===== src/rtl/rgb2stream.sv =====
// rgb2stream: drains the frame reader's pixel FIFO and offset FIFO (both with a
// 1-cycle read latency) and emits one packet per burst on a 32-bit valid/ready
// stream: a header word {HDR_TAG, offset[23:0]}, BURST pixel words and an
// optional checksum trailer. When the reader reports its final burst and all
// pixels are gone, a single end-of-frame word {EOF_TAG, pixel_total[23:0]} is
// sent and the block parks until reset.
//
// Build option: define RGB2STREAM_CSUM_EN to append a 32-bit checksum word
// (sum of the packet's pixel words) carrying m_last. Without it, m_last marks
// the final pixel of each packet.
//
// The reader's "final" level input is named final_flag because "final" is a
// reserved word in SystemVerilog.
module rgb2stream #(
  parameter int         BURST   = 64,
  parameter logic [7:0] HDR_TAG = 8'hA5,
  parameter logic [7:0] EOF_TAG = 8'hEF
) (
  input  logic        clk,
  input  logic        rst_n,
  input  logic [10:0] rgb_cnt,
  output logic        rgb_rd,
  input  logic [31:0] rgb_in,
  output logic        addr_rd,
  input  logic [31:0] addr_in,
  input  logic        final_flag,
  output logic [31:0] m_data,
  output logic        m_valid,
  output logic        m_last,
  input  logic        m_ready,
  output logic        busy
);

  localparam int CW = $clog2(BURST) + 1;

  typedef enum logic [2:0] {
    S_IDLE,
    S_HDR,
    S_PIX,
    S_CSUM,
    S_EOF,
    S_DONE
  } state_t;

  state_t         r_state;

  // FIFO read strobes and their one-cycle-later data-valid markers
  logic           r_rgb_rd;
  logic           r_addr_rd;
  logic           r_rd_p1;
  logic           r_addr_p1;

  logic [CW-1:0]  r_rd_cnt;     // pixel reads issued in this packet
  logic [CW-1:0]  r_beat;       // pixel words pushed in this packet
  logic [31:0]    r_total;      // pixel beats transferred since reset
  logic           r_tail_done;  // checksum / EOF word already pushed
`ifdef RGB2STREAM_CSUM_EN
  logic [31:0]    r_csum;
`endif

  // Two-entry skid buffer; entry 0 is the head that drives the stream
  logic [1:0]     r_sk_cnt;
  logic [31:0]    r_sk_data [0:1];
  logic           r_sk_last [0:1];
  logic           r_sk_pix  [0:1];

  logic           w_pop;
  logic           w_push;
  logic [31:0]    w_push_data;
  logic           w_push_last;
  logic           w_push_pix;
  logic           w_issue;
  logic [2:0]     w_free;
  logic [2:0]     w_inflight;
  logic           w_unused;

  assign m_valid  = (r_sk_cnt != 2'd0);
  assign m_data   = r_sk_data[0];
  assign m_last   = r_sk_last[0];
  assign rgb_rd   = r_rgb_rd;
  assign addr_rd  = r_addr_rd;
  assign busy     = (r_state != S_IDLE) && (r_state != S_DONE);

  // Offsets are below 2^24 and only the low 24 bits of the total are sent
  assign w_unused = ^{addr_in[31:24], r_total[31:24]};

  assign w_pop      = m_valid && m_ready;
  // Slots still free once this cycle's pop has happened, versus words already
  // requested from the pixel FIFO that will land in the skid
  assign w_free     = 3'd2 - {1'b0, r_sk_cnt} + {2'b00, w_pop};
  assign w_inflight = {2'b00, r_rgb_rd} + {2'b00, r_rd_p1};
  assign w_issue    = (r_state == S_PIX) && (r_rd_cnt < CW'(BURST)) &&
                      (w_free > w_inflight);

  // Select the word (if any) entering the skid buffer this cycle
  always_comb begin
    w_push      = 1'b0;
    w_push_data = 32'd0;
    w_push_last = 1'b0;
    w_push_pix  = 1'b0;
    case (r_state)
      S_HDR: begin
        if (r_addr_p1) begin
          w_push      = 1'b1;
          w_push_data = {HDR_TAG, addr_in[23:0]};
        end
      end
      S_PIX: begin
        if (r_rd_p1) begin
          w_push      = 1'b1;
          w_push_data = rgb_in;
          w_push_pix  = 1'b1;
`ifdef RGB2STREAM_CSUM_EN
          w_push_last = 1'b0;
`else
          w_push_last = (r_beat == CW'(BURST - 1));
`endif
        end
      end
`ifdef RGB2STREAM_CSUM_EN
      S_CSUM: begin
        if (!r_tail_done && ((r_sk_cnt != 2'd2) || w_pop)) begin
          w_push      = 1'b1;
          w_push_data = r_csum;
          w_push_last = 1'b1;
        end
      end
`endif
      S_EOF: begin
        if (!r_tail_done && (r_sk_cnt == 2'd0)) begin
          w_push      = 1'b1;
          w_push_data = {EOF_TAG, r_total[23:0]};
          w_push_last = 1'b1;
        end
      end
      default: begin
        w_push = 1'b0;
      end
    endcase
  end

  // Packet FSM, FIFO read pipeline, skid buffer and frame counters
  always_ff @(posedge clk) begin
    if (!rst_n) begin
      r_state      <= S_IDLE;
      r_rgb_rd     <= 1'b0;
      r_addr_rd    <= 1'b0;
      r_rd_p1      <= 1'b0;
      r_addr_p1    <= 1'b0;
      r_rd_cnt     <= '0;
      r_beat       <= '0;
      r_total      <= 32'd0;
      r_tail_done  <= 1'b0;
`ifdef RGB2STREAM_CSUM_EN
      r_csum       <= 32'd0;
`endif
      r_sk_cnt     <= 2'd0;
      r_sk_data[0] <= 32'd0;
      r_sk_data[1] <= 32'd0;
      r_sk_last[0] <= 1'b0;
      r_sk_last[1] <= 1'b0;
      r_sk_pix[0]  <= 1'b0;
      r_sk_pix[1]  <= 1'b0;
    end else begin
      // read pipeline: strobe -> data valid one cycle later
      r_rgb_rd  <= w_issue;
      r_rd_p1   <= r_rgb_rd;
      r_addr_p1 <= r_addr_rd;
      if (w_issue) begin
        r_rd_cnt <= r_rd_cnt + CW'(1);
      end

      // skid buffer: head at entry 0, shift on pop
      case ({w_push, w_pop})
        2'b10: begin
          r_sk_data[r_sk_cnt[0]] <= w_push_data;
          r_sk_last[r_sk_cnt[0]] <= w_push_last;
          r_sk_pix[r_sk_cnt[0]]  <= w_push_pix;
          r_sk_cnt               <= r_sk_cnt + 2'd1;
        end
        2'b01: begin
          r_sk_data[0] <= r_sk_data[1];
          r_sk_last[0] <= r_sk_last[1];
          r_sk_pix[0]  <= r_sk_pix[1];
          r_sk_cnt     <= r_sk_cnt - 2'd1;
        end
        2'b11: begin
          if (r_sk_cnt == 2'd1) begin
            r_sk_data[0] <= w_push_data;
            r_sk_last[0] <= w_push_last;
            r_sk_pix[0]  <= w_push_pix;
          end else begin
            r_sk_data[0] <= r_sk_data[1];
            r_sk_last[0] <= r_sk_last[1];
            r_sk_pix[0]  <= r_sk_pix[1];
            r_sk_data[1] <= w_push_data;
            r_sk_last[1] <= w_push_last;
            r_sk_pix[1]  <= w_push_pix;
          end
        end
        default: begin
        end
      endcase

      if (w_pop && r_sk_pix[0]) begin
        r_total <= r_total + 32'd1;
      end

      case (r_state)
        S_IDLE: begin
          r_addr_rd   <= 1'b0;
          r_tail_done <= 1'b0;
          // a full burst wins over end-of-frame
          if (rgb_cnt >= 11'(BURST)) begin
            r_state   <= S_HDR;
            r_addr_rd <= 1'b1;
          end else if (final_flag && (rgb_cnt == 11'd0) && (r_sk_cnt == 2'd0)) begin
            r_state <= S_EOF;
          end
        end
        S_HDR: begin
          r_addr_rd <= 1'b0;
          r_rd_cnt  <= '0;
          r_beat    <= '0;
`ifdef RGB2STREAM_CSUM_EN
          r_csum    <= 32'd0;
`endif
          if (r_addr_p1) begin
            r_state <= S_PIX;
          end
        end
        S_PIX: begin
          if (r_rd_p1) begin
            r_beat <= r_beat + CW'(1);
`ifdef RGB2STREAM_CSUM_EN
            r_csum <= r_csum + rgb_in;
`endif
          end
          if (r_beat == CW'(BURST)) begin
`ifdef RGB2STREAM_CSUM_EN
            r_state <= S_CSUM;
`else
            if (r_sk_cnt == 2'd0) begin
              r_state <= S_IDLE;
            end
`endif
          end
        end
`ifdef RGB2STREAM_CSUM_EN
        S_CSUM: begin
          if (w_push) begin
            r_tail_done <= 1'b1;
          end
          if (r_tail_done && (r_sk_cnt == 2'd0)) begin
            r_state <= S_IDLE;
          end
        end
`endif
        S_EOF: begin
          if (w_push) begin
            r_tail_done <= 1'b1;
          end
          if (r_tail_done && w_pop) begin
            r_state <= S_DONE;
          end
        end
        S_DONE: begin
          r_addr_rd <= 1'b0;
        end
        default: begin
          r_state <= S_IDLE;
        end
      endcase
    end
  end

endmodule


===== config.mk =====
export PLATFORM = sky130hd
export DESIGN_NAME = rgb2stream
export DESIGN_NICKNAME = d
export VERILOG_FILES = /design/src/rtl/rgb2stream.sv
export SDC_FILE = /design/constraint.sdc
export NUM_CORES = 1
export LEC_CHECK = 0
export ABC_AREA = 1
export BUFFER_PORTS_ARGS = -buffer_cell sky130_fd_sc_hd__buf_2
export CORE_UTILIZATION = 35
export CTS_BUF_LIST = sky130_fd_sc_hd__clkbuf_16
export CTS_CLUSTER_SIZE = 14
export DETAILED_ROUTE_END_ITERATION = 10
export MAX_ROUTING_LAYER = met4
export SYNTH_ARGS = -nofsm -noshare
export SYNTH_HDL_FRONTEND = slang
export SYNTH_SLANG_ARGS = --single-unit

===== constraint.sdc =====
create_clock -name clk -period 7.3 [get_ports clk]
set_clock_uncertainty 0.2 [all_clocks]
set_input_delay 0 -clock clk [delete_from_list [all_inputs] [get_ports clk]]
set_output_delay 0 -clock clk [all_outputs]
set_load 0.05 [all_outputs]

==> Word-level counts from Yosys, hierarchy flattened <==
Memories as Yosys holds them, arrays and structs flattened.
Index checks and enable logic that the tools add are counted.
{ "classes": {"n_lt_le_gt_ge": 3, "n_eq_ne": 18, "n_bitwise": 14, "n_mux": 61, "reduce_logical": 27, "n_addsub": 8} }
{ "ops": {"columns": ["operator", "count"], "rows": [
  ["$mux 32", 8],
  ["$pmux 32 s3", 1],
  ["$mux 1", 38],
  ["$add 32x1->32 const B", 1],
  ["$reduce_or 32->1", 1],
  ["$mux 3", 6],
  ["$pmux 3 s5", 1],
  ["$add 7x1->7 const B", 2],
  ["$pmux 7 s2", 1],
  ["$or 1x1->1", 12],
  ["$ge 11x7->1 const B", 1],
  ["$logic_not 11->1", 1],
  ["$reduce_bool 2->1", 5],
  ["$logic_and 1x1->1", 9],
  ["$ne 2x2->1 const B", 4],
  ["$eq 7x6->1 const B", 1],
  ["$eq 7x7->1 const B", 1],
  ["$lt 7x7->1 const B", 1],
  ["$mux 7", 1],
  ["$eq 3x3->1 const B", 2],
  ["$ne 3x3->1 const B", 2],
  ["$pmux 1 s2", 3],
  ["$reduce_and 6->1", 1],
  ["$eq 2x1->1 const B", 2],
  ["other kinds (20)", 26]
]} }
{ "word_totals": {"mem_count": 3, "mem_bits_rw": 68, "in_bits": 79, "regBits": 56} }
{ "mem_list": {"columns": ["memory", "words", "width", "rd", "rd_clocked_by_memory_dff", "write_ports", "line", "text"], "rows": [
  ["r_sk_data", 2, 32, 2, 0, 2, "63", "logic [31:0] r_sk_data [0:1];"],
  ["r_sk_last", 2, 1, 2, 0, 2, "64", "logic r_sk_last [0:1];"],
  ["r_sk_pix", 2, 1, 2, 0, 2, "65", "logic r_sk_pix [0:1];"]
]} }

==> Depth between registers and ports, before layout <==
Gate-level depths: netlist of the first run.
{ "depth": {"depth_word": 12, "ltp_mapped": 16, "depth_no_buf": 16} }

==> Worst setup path after synthesis of the first run <==
No wires, ideal clock.
{ "synth_path": {"path_kind": "register -> register", "from": "reg r_sk_cnt[0]", "to": "mem r_sk_data[1][0], enable pin", "n_path_buf": 0, "arrival_time_ps": 5369, "required_time_ps": 6556, "setup_time_ps": 544, "period_less_slack_ps": 6113, "path_slack_ps": 1187, "stages_incl_launch_ff": 9, "cell_sequence": "dfxtp_1 -> inv_1 -> ha_1 -> inv_2 -> nand2_2 -> inv_1 -> ha_1 -> inv_1 -> o311ai_0"} }
{ "synth_rtl": {"columns": ["element", "line", "text"], "rows": [
  ["start, declared", "62", "logic [1:0] r_sk_cnt;"],
  ["start signal, assigned", "179", "r_sk_cnt <= r_sk_cnt + 2'd1;"],
  ["start signal, assigned", "185", "r_sk_cnt <= r_sk_cnt - 2'd1;"],
  ["end, declared", "63", null]
]} }

==> results of run 1 <==
-- stage by stage --
step | cells | area, um^2 | setup WS [ps] | total power, mW
after floorplan | 744 | 6090 | 1190 | 1.37
after global placement | 1051 | 6820 | 3630 | 1.51
after detailed placement | 1051 | 6820 | 3570 | 1.52
after CTS | 1147 | 7990 | 3570 | 2.30
after global routing | 1147 | 7990 | 3310 | 2.39
final | 1147 | 7990 | 3580 | 2.28
-- area by class of cell --
class	count	area, um^2
multi-input combinational	505	2600
inverter	98	368
fill	1661	8820
clock buffer	17	425
timing repair buffer	176	1210
tap	220	275
clock inverter	15	111
sequential	116	3000
-- worst max-delay path, cell delays in order, from the launching register on --
cell and delay [ps]:
dfxtp_1 370, inv_2 70, nor2_4 130, inv_2 70, nor2_4 90, inv_2 80
nor2_8 430, nor2_1 190, nand2_1 160, ha_1 180, nand3_1 120, nand2_1 490
buf_4 350, inv_2 250, nor2_1 190, nor2_1 60
-- power breakdown --
part	total, mW	switching, mW	internal (mW)	leakage, nW
sequential	0.822	0.0312	0.791	1.10
clock	0.742	0.310	0.433	0.244
combinational	0.716	0.520	0.196	2.45
total	2.28	0.861	1.42	3.79
-- what timing repair did --
action | in CTS | in global routing
hold buffers | 64 | 0
hold endpoints to repair | 91 | 0
setup endpoints to repair | 0 | 0
buffers inserted | 0 | 0
-- flip-flops by register name, summed over array words and instances (netlist names) --
| signal | flops |
|---|---|
| r_sk_last | 2 |
| r_rd_p1 | 1 |
| r_tail_done | 1 |
| r_sk_data | 64 |
| rgb_rd | 1 |
| r_rd_cnt | 7 |
| r_addr_p1 | 1 |
| r_sk_pix | 2 |
| addr_rd | 1 |
| r_total | 24 |
| r_sk_cnt | 2 |
| r_state | 3 |
| r_beat | 7 |
-- cells in the mapped netlist, drive strengths merged (8+ instances only) --
library cell / count
nand2: 191
nor2: 119
a21oi: 35
nand3: 56
edfxtp: 68
clkbuf: 8
inv: 97
ha: 14
o21ai: 47
buf: 17
dfxtp: 48
-- kinds of logic after synthesis --
family | Yosys count
AND/OR/NAND/NOR | 384
buffers and inverters | 123
adder cells (fa/ha/maj) | 14
flip-flops | 116
AO/OA/AOI/OAI | 97
XOR/XNOR | 10
-- path summary, 6_finish.rpt --
kind,slack [ps],depth (start not counted),end
hold reg to reg,250,2,r_addr_p1
hold / removal,250,2,r_addr_p1
setup reg to reg,3580,15,r_sk_data[0][5]
setup / recovery,3580,15,r_sk_data[0][5]
-- routing by layer --
layer,wire (um),up-vias,GRT usage
met1,6800,2418,0.219
met2,6780,119,0.280
met4,435,0,0.0802
met3,584,35,0.0355
li1,-,2760,-
met5,0,-,-
==> results.ini, run 1 <==
[layout]
final_common_cell=nand2_1
layout-drive-gt1-share=0.225
nets=1007
n_antenna_cell=0
most-common-layout-cells=169 x nand2_1, 107 x nor2_1, 107 x buf_2, 91 x inv_1, 68 x edfxtp_1
utilization=0.475
syn_to_final_growth_pct=31.2

[die]
floorplan.rows=47
die_w_um=134
die_area_um2=17900
core_um2=16800
start_util=0.362
fp.dieH_um=134
num_io_pins=116

[sta]
setup_tns_ps=0
fin_crit_sh=0.509
hold_ws_ps=249
timing.fmax_ghz=0.269
worst_pin_slew_ps=1030
final_hold_viol_count=0
setup_viol_count_final=0
fin_crit_ps=3720
final-max-slew-violation-count=0
slew_headroom=0.312
rsz0062_at_grt=no

[yosys]
ys_warn_count=0
synthAdderAreaFrac=0.0287
synthTopCellsByArea=edfxtp_1 34%, dfxtp_1 16%, nand2_1 10%
synth_edf_count=68
synth_nets=837
syn_inst=744
async_reset_ff_frac=0
synthXorXnorAreaFrac=0.0144
synth_compound_area_frac=0.0860
yosysTopAreaCell=edfxtp_1
synth_simple_gate_area_frac=0.295
ys_seq_area_frac=0.493
synth_seq_cells=116
ys_types=37
synth_top_family_by_area=simple AND/OR/NAND/NOR gates
synthMuxAreaShare=0
syn_area_per_cell_um2=8.19
synth_top_area_share=0.335
syn-cell-area_um2=6090
synth_flop_cell=edfxtp_1

[critical_path]
cp_max_fo=28
crit_type=reg2reg
critPathRequiredTime_ps=7270
startpoint_type=register
worst_ep_arrival_time_ps=3680
cp-startpoint=r_state[0]
critPathCaptureType=register
worstReg2RegStart=r_state[0]

[clock_tree]
cts-root-buf=clkbuf_16
cts.htree.levels=4
path_clk_slew_ps=60
cts_resized=0
cts_made_buffers=17
worst_skew_pair.late_latency_ps=420
cts_tree=built
cts_sinks=116
clock_tree.buffer_depth=2

[power]
pwr_density_cell_nw_per_um2=285
irDropWorstVdd_v=0.000161
leakage_nw=3.79

[global_routing]
grt_pass1_vias=5020
grt_antenna_before_repair=0
grt_max_degree=35
overflow=0
grt_pass1_wl_mm=24.0
grt_usage=0.178

[route]
vias_per_cell=4.65
wl_mm=14.6
drt_iter0_markers=281
drcViolationCount=0
vias=5332
antenna_left=0
wl_per_cell_um=12.7
dr.pass1.iters=5

[min_path]
hold_class=reg2reg
min_from=addr_rd

[placed_design]
numPortBuffers=107
hpwl_mm=10.2
place.gp.congestion=0.858

[outcome]
outcome=finished clean

[job]
maxCapViolations=0

No activity file was read; power rests on OpenSTA's default activity.
==> run 2: changes to the inputs <==
ABC_AREA = 0   (was 1)
clock period = 3.35 ns   (was 7.3 ns; I/O delays follow)
==> run 2 against run 1 <==
  * Area after synthesis down 8.8%
  * Critical path depth down 4
  * Hold slack worse by 140 ps
  * Via count down 15%
  * Highest routed layer unchanged
==> results.ini, run 2 <==
[die]
core_um2=15400  ; was 16,800 um^2
num_io_pins=116  ; unchanged
die_area_um2=16400  ; was 17,900 um^2
die_w_um=128  ; was 134 um
start_util=0.362  ; about the same
fp.dieH_um=128  ; was 134 um
floorplan.rows=45  ; was 47

[sta]
setup_tns_ps=0  ; unchanged
final-max-slew-violation-count=0  ; unchanged
slew_headroom=0.573  ; was 0.312
final_hold_viol_count=0  ; unchanged
worst_pin_slew_ps=635  ; was 1030 ps
rsz0062_at_grt=no  ; unchanged
timing.fmax_ghz=0.320  ; was 0.269 GHz
setup_viol_count_final=0  ; unchanged
fin_crit_sh=0.933  ; was 0.509
fin_crit_ps=3120  ; was 3720 ps

[yosys]
synth_common_cells=86 x nor2_1, 68 x edfxtp_1, 48 x dfxtp_1, 35 x a211oi_1, 29 x and2_1  ; was 169 x nand2_1, 108 x nor2_1, 91 x inv_1, 68 x edfxtp_1, 48 x dfxtp_1
ys_warn_count=0  ; unchanged
ys_seq_area_frac=0.540  ; was 0.493
async_reset_ff_frac=0  ; unchanged
ys_types=53  ; was 37
yosysMostFrequentCell=nor2_1  ; was nand2_1
synth_flop_cell=edfxtp_1  ; unchanged
syn-cell-area_um2=5560  ; was 6090 um^2
synth_seq_cells=116  ; unchanged
syn_inst=506  ; was 744
synthTopCellsByArea=edfxtp_1 37%, dfxtp_1 17%, nor2_1 5.8%  ; was edfxtp_1 34%, dfxtp_1 16%, nand2_1 10%
yosysTopAreaCell=edfxtp_1  ; unchanged
syn_area_per_cell_um2=11.0  ; was 8.19 um^2
synth_top_area_share=0.367  ; was 0.335
synth_edf_count=68  ; unchanged
synth_nets=599  ; was 837

[job]
maxCapViolations=0  ; unchanged

[layout]
seqCellArea_um2=3000  ; about the same
utilization=0.489  ; was 0.475
largestRegisters=r_sk_data (64), r_total (24)  ; unchanged
top_register=r_sk_data  ; unchanged
most-common-layout-cells=107 x buf_2, 85 x nor2_1, 68 x edfxtp_1, 65 x dlygate4sd3_1, 47 x dfxtp_1  ; was 169 x nand2_1, 107 x nor2_1, 107 x buf_2, 91 x inv_1, 68 x edfxtp_1
layout-drive-gt1-share=0.237  ; was 0.225
largest_reg_flops=64  ; unchanged
syn_to_final_growth_pct=35.1  ; was 31.2%
final_common_cell=buf_2  ; was nand2_1
nFillCells=1402  ; was 1,661
n_antenna_cell=0  ; unchanged
multi_input_comb_area_um2=2330  ; was 2600 um^2
nets=773  ; was 1,007

[critical_path]
reg2reg_to=r_state[2]  ; was r_sk_data[0][5]
critPathRequiredTime_ps=3440  ; was 7270 ps
cp_max_fo=10  ; was 28
worstReg2RegStart=r_sk_cnt[0]  ; was r_state[0]
startpoint_type=register  ; unchanged
crit_type=reg2reg  ; unchanged
ff2ff_path_depth=11  ; was 15
worst_ep_arrival_time_ps=3220  ; was 3680 ps
critPathCaptureType=register  ; unchanged
r2r_slack_ps=230  ; was 3580 ps

[global_routing]
grt_max_degree=68  ; was 35
grt_antenna_before_repair=0  ; unchanged
grt_pass1_wl_mm=21.7  ; was 24.0 mm
grt_pass1_vias=4418  ; was 5,020
overflow=0  ; unchanged
grt_usage=0.179  ; was 0.178

[clock_tree]
cts_tree=built  ; unchanged
cts.htree.levels=4  ; unchanged
cts-root-buf=clkbuf_16  ; unchanged
clock_tree.buffer_depth=2  ; unchanged
path_clk_slew_ps=50  ; was 60 ps
worst_skew_pair.late_latency_ps=410  ; was 420 ps
cts_made_buffers=17  ; unchanged
cts_sinks=116  ; unchanged

[route]
drt_iter0_markers=384  ; was 281
vias=4558  ; was 5,332
drcViolationCount=0  ; unchanged
dr.pass1.iters=8  ; was 5
wl_mm=13.6  ; was 14.6 mm
antenna_left=0  ; unchanged
wl_per_cell_um=15.1  ; was 12.7 um
vias_per_cell=5.04  ; was 4.65

[min_path]
hold-path-endpoint=addr_rd  ; was r_addr_p1
min_from=rgb_cnt[10]  ; was addr_rd
min_delay_path_depth=6  ; was 2
hold_class=in2reg  ; was reg2reg

[power]
intPower_mw=2.87  ; was 1.42 mW
clockPowerShare=0.418  ; was 0.325
pwr-share-comb=0.164  ; was 0.314
leakage_nw=2.84  ; was 3.79 nW
switchingPower_mw=1.06  ; was 0.861 mW
irDropWorstVdd_v=0.000385  ; was 0.000161 V
pwr_density_cell_nw_per_um2=522  ; was 285 nW/um^2
swShare=0.270  ; was 0.377
seqPwrFrac=0.418  ; was 0.361

[placed_design]
place.gp.congestion=0.805  ; was 0.858
hpwl_mm=8.59  ; was 10.2 mm
numPortBuffers=107  ; unchanged

[outcome]
outcome=finished clean  ; unchanged

-- run 2: cell count changes after synthesis, moves of 22 or more --
cell | before | now
nor2_1 | 108 | 86
inv_1 | 91 | 11
a211oi_1 | 4 | 35
and2_1 | 0 | 29
o21ai_0 | 47 | 3
a222oi_1 | 0 | 24
nand2_1 | 169 | 26
xnor2_1 | 3 | 28
nand3_1 | 35 | 11
-- run 2: logic make-up (layout without fill, tap and decap cells) --
logic type | after synthesis | count (layout) | share of synthesized area
xor+xnor | 35 | 35 | 0.0551
flops | 116 | 116 | 0.540
simple gates | 203 | 203 | 0.198
fa+ha+maj | 14 | 14 | 0.0315
buf+inv | 45 | 232 | 0.0443
compound gates | 91 | 91 | 0.127
mux | 2 | 2 | 0.00360
-- run 2: cell type report --
cell class,instances,share of cell area
sequential,116,0.400
multi-input combinational,345,0.310
timing repair buffer,187,0.177
clock buffer,17,0.0566
tap,211,0.0351
clock inverter,15,0.0147
inverter,13,0.00699
-- run 2: power groups by stage --
| stage | sequential, mW | clock, mW | combinational (mW) |
|---|---|---|---|
| 2_1_floorplan | 1.84 | 0 | 0.256 |
| 3_3_place_gp | 1.67 | 0 | 0.582 |
| 3_5_place_dp | 1.67 | 0 | 0.590 |
| 4_1_cts | 1.64 | 1.68 | 0.641 |
| 5_1_grt | 1.65 | 1.75 | 0.690 |
| 6_report | 1.64 | 1.64 | 0.643 |
-- run 2: worst max-delay path by stage --
stage               slack, ps                to  depth (start not counted)         from
floorplan                  70   r_sk_data[1][0]                         10  r_sk_cnt[0]
global placement          340       r_sk_pix[0]                         14  r_sk_cnt[0]
detailed placement        270  r_sk_data[0][30]                         14  r_sk_cnt[1]
CTS                       240        r_state[2]                         11  r_sk_cnt[1]
global route                6        r_state[2]                         11  r_sk_cnt[1]
finish                    230        r_state[2]                         11  r_sk_cnt[0]
-- run 2: what timing repair did --
action | in CTS | in global routing
hold buffers | 65 | 0
endpoints found under the setup margin | 0 | 1
resized for setup | 0 | 0
setup buffers | 0 | 0
hold endpoints to repair | 100 | 0
-- run 2: worst max-delay path, cell delays in order, from the launching register on --
cell	delay (ps)
dfxtp_2	350
inv_1	70
ha_2	250
clkinvlp_4	160
nand2_1	170
inv_2	140
a211oi_1	320
nor3_1	110
nand4_1	80
dlygate4sd3_1	540
a21oi_1	60
dlygate4sd3_1	570
-- run 2: through the flow --
step                cell area (um^2)  power [mW]  setup WS (ps)  hold slack, ps  cells
global placement                6300        2.25            345             102    806
finish                          7510        3.93            225             108    904
CTS                             7490        3.96            240             109    903
global route                    7510        4.08           6.04             158    904
floorplan                       5570        2.09           70.7           -2.31    506
detailed placement              6300        2.26            267             103    806
-- run 2: routing by layer --
layer  track usage  routed length, um  up-vias
li1              -                  -     2212
met5             -                  0        -
met1         0.222               6110     2159
met4        0.0754                170        0
met2         0.279               6450      173
met3        0.0434                898       14
==> run 3: changes to the inputs <==
CTS_CLUSTER_SIZE = 8   (was 14)
REMOVE_ABC_BUFFERS = 1   (was default)
==> run 3 against run 2 <==
  * Critical endpoint unchanged
  * Global-route usage grew 0.35 points
  * Register-to-register slack about the same
  * Largest power group unchanged
  * Die area did not move
  * Worst setup slack got worse by 3.4 ps
  * Hold slack got worse by 20 ps
  * Largest cell class unchanged
  * Clock power shrank 4%
  * Core utilization is 0.24 points lower
  * First-iteration DRC count fell by 16%
  * Combinational power rose by 0.9%
==> results.ini, run 3 (synthesis results as in run 2) <==
[min_path]
min_from=rgb_cnt[10]  ; unchanged
hold_class=in2reg  ; unchanged
hold-path-endpoint=addr_rd  ; unchanged
min_delay_path_depth=6  ; unchanged

[power]
pwr_density_cell_nw_per_um2=517  ; was 522 nW/um^2
leakage_nw=2.85  ; was 2.84 nW
finalPower_mw=3.87  ; was 3.93 mW
irDropWorstVdd_v=0.000339  ; was 0.000385 V

[global_routing]
grt_pass1_vias=4431  ; was 4,418
grt_max_degree=68  ; unchanged
overflow=0  ; unchanged
grt_pass1_wl_mm=22.0  ; was 21.7 mm
grt_usage=0.183  ; was 0.179
grt_antenna_before_repair=0  ; unchanged

[layout]
final_common_cell=buf_2  ; unchanged
most-common-layout-cells=107 x buf_2, 86 x nor2_1, 68 x edfxtp_1, 65 x dlygate4sd3_1, 47 x dfxtp_1  ; was 107 x buf_2, 85 x nor2_1, 68 x edfxtp_1, 65 x dlygate4sd3_1, 47 x dfxtp_1
top_register=r_sk_data  ; unchanged
final_area_um2=7480  ; was 7510 um^2
n_antenna_cell=0  ; unchanged
nFillCells=1425  ; was 1,402
seqCellArea_um2=3000  ; unchanged
largestRegisters=r_sk_data (64), r_total (24)  ; unchanged
syn_to_final_growth_pct=34.5  ; was 35.1%
nets=774  ; was 773
layout-drive-gt1-share=0.236  ; was 0.237
multi_input_comb_area_um2=2330  ; about the same
largest_reg_flops=64  ; unchanged

[route]
vias=4521  ; was 4,558
drcViolationCount=0  ; unchanged
dr.pass1.iters=6  ; was 8
wl_mm=13.7  ; was 13.6 mm
antenna_left=0  ; unchanged
wl_per_cell_um=15.2  ; was 15.1 um
vias_per_cell=5.00  ; was 5.04
drt_iter0_markers=321  ; was 384

[critical_path]
worstReg2RegStart=r_sk_cnt[1]  ; was r_sk_cnt[0]
ff2ff_path_depth=11  ; unchanged
critPathRequiredTime_ps=3510  ; was 3440 ps
reg2reg_to=r_state[2]  ; unchanged
crit_type=reg2reg  ; unchanged
r2r_slack_ps=220  ; was 230 ps
critPathCaptureType=register  ; unchanged
cp_max_fo=10  ; unchanged
worst_ep_arrival_time_ps=3280  ; was 3220 ps
startpoint_type=register  ; unchanged

[placed_design]
hpwl_mm=8.80  ; was 8.59 mm
numPortBuffers=107  ; unchanged
dpl_cell_area_um2=6310  ; was 6300 um^2
place.gp.congestion=0.836  ; was 0.805

[die]
core_um2=15400  ; unchanged
floorplan.rows=45  ; unchanged
fp.dieH_um=128  ; unchanged
start_util=0.362  ; unchanged
die_w_um=128  ; unchanged
die_area_um2=16400  ; unchanged
num_io_pins=116  ; unchanged

[outcome]
outcome=finished clean  ; unchanged

[sta]
final_hold_viol_count=0  ; unchanged
slew_headroom=0.612  ; was 0.573
fin_crit_ps=3130  ; was 3120 ps
final-max-slew-violation-count=0  ; unchanged
rsz0062_at_grt=no  ; unchanged
timing.fmax_ghz=0.320  ; about the same
hold_ws_ps=88.4  ; was 108 ps
fin_crit_sh=0.934  ; was 0.933
worst_pin_slew_ps=577  ; was 635 ps
setup_viol_count_final=0  ; unchanged

[clock_tree]
cts-root-buf=clkbuf_16  ; unchanged
cts_tree=built  ; unchanged
cts_made_buffers=17  ; unchanged
cts.htree.levels=4  ; unchanged
clock_tree.buffer_depth=2  ; unchanged
worst_skew_pair.late_latency_ps=410  ; about the same
path_clk_slew_ps=50  ; about the same
cts_sinks=116  ; unchanged
post_cts_buffers=0  ; unchanged

[job]
maxCapViolations=0  ; unchanged

## run 3: worst max-delay path by stage
stage,startpoint,to,depth (start not counted)
floorplan,r_sk_cnt[0],r_sk_pix[0],13
global route,r_sk_cnt[0],r_state[2],11
finish,r_sk_cnt[1],r_state[2],11
detailed placement,r_sk_cnt[0],r_rd_cnt[4],14
global placement,r_sk_cnt[0],r_rd_cnt[1],14
CTS,r_sk_cnt[0],r_state[2],11
## run 3: per-stage QoR
stage	setup WS (ps)	cells	setup TNS [ps]	util
3_5_place_dp	206	808	0	0.410
3_3_place_gp	301	808	0	0.410
2_1_floorplan	-2360	474	-130470	-
4_1_cts	133	905	0	0.486
6_report	222	905	0	0.486
5_1_grt	36.9	905	0	0.486
## run 3: where the power goes
part / switching, mW / internal, mW / leakage (nW)
logic: 0.431 / 0.218 / 1.48
registers: 0.0425 / 1.60 / 1.09
clock network: 0.595 / 0.980 / 0.275
total: 1.07 / 2.80 / 2.85
## run 3: layer usage
| metal | track usage | routed length, um |
|---|---|---|
| met3 | 0.0380 | 703 |
| met1 | 0.226 | 6090 |
| met5 | - | 0 |
| met2 | 0.289 | 6660 |
| met4 | 0.0803 | 263 |
## run 3: critical path, stage by stage, from the launching register on
cell	delay, ps
dfxtp_1	370
inv_1	80
ha_1	200
inv_1	180
nand2_1	170
inv_4	160
a211oi_1	120
nor3_2	230
nand4_1	110
dlygate4sd3_1	570
a21oi_1	130
dlygate4sd3_1	550
## run 3: layout make-up
type | instances | area share
clock buffer | 17 | 0.0569
clock inverter | 15 | 0.0115
inverter | 13 | 0.00686
multi-input combinational | 345 | 0.311
sequential | 116 | 0.402
tap | 211 | 0.0353
timing repair buffer | 188 | 0.176
## run 3: timing repair
item,4_1_cts,5_1_grt
setup endpoints to repair,0,3
hold endpoints to repair,101,0
hold buffers,65,0
gates resized for setup,0,3
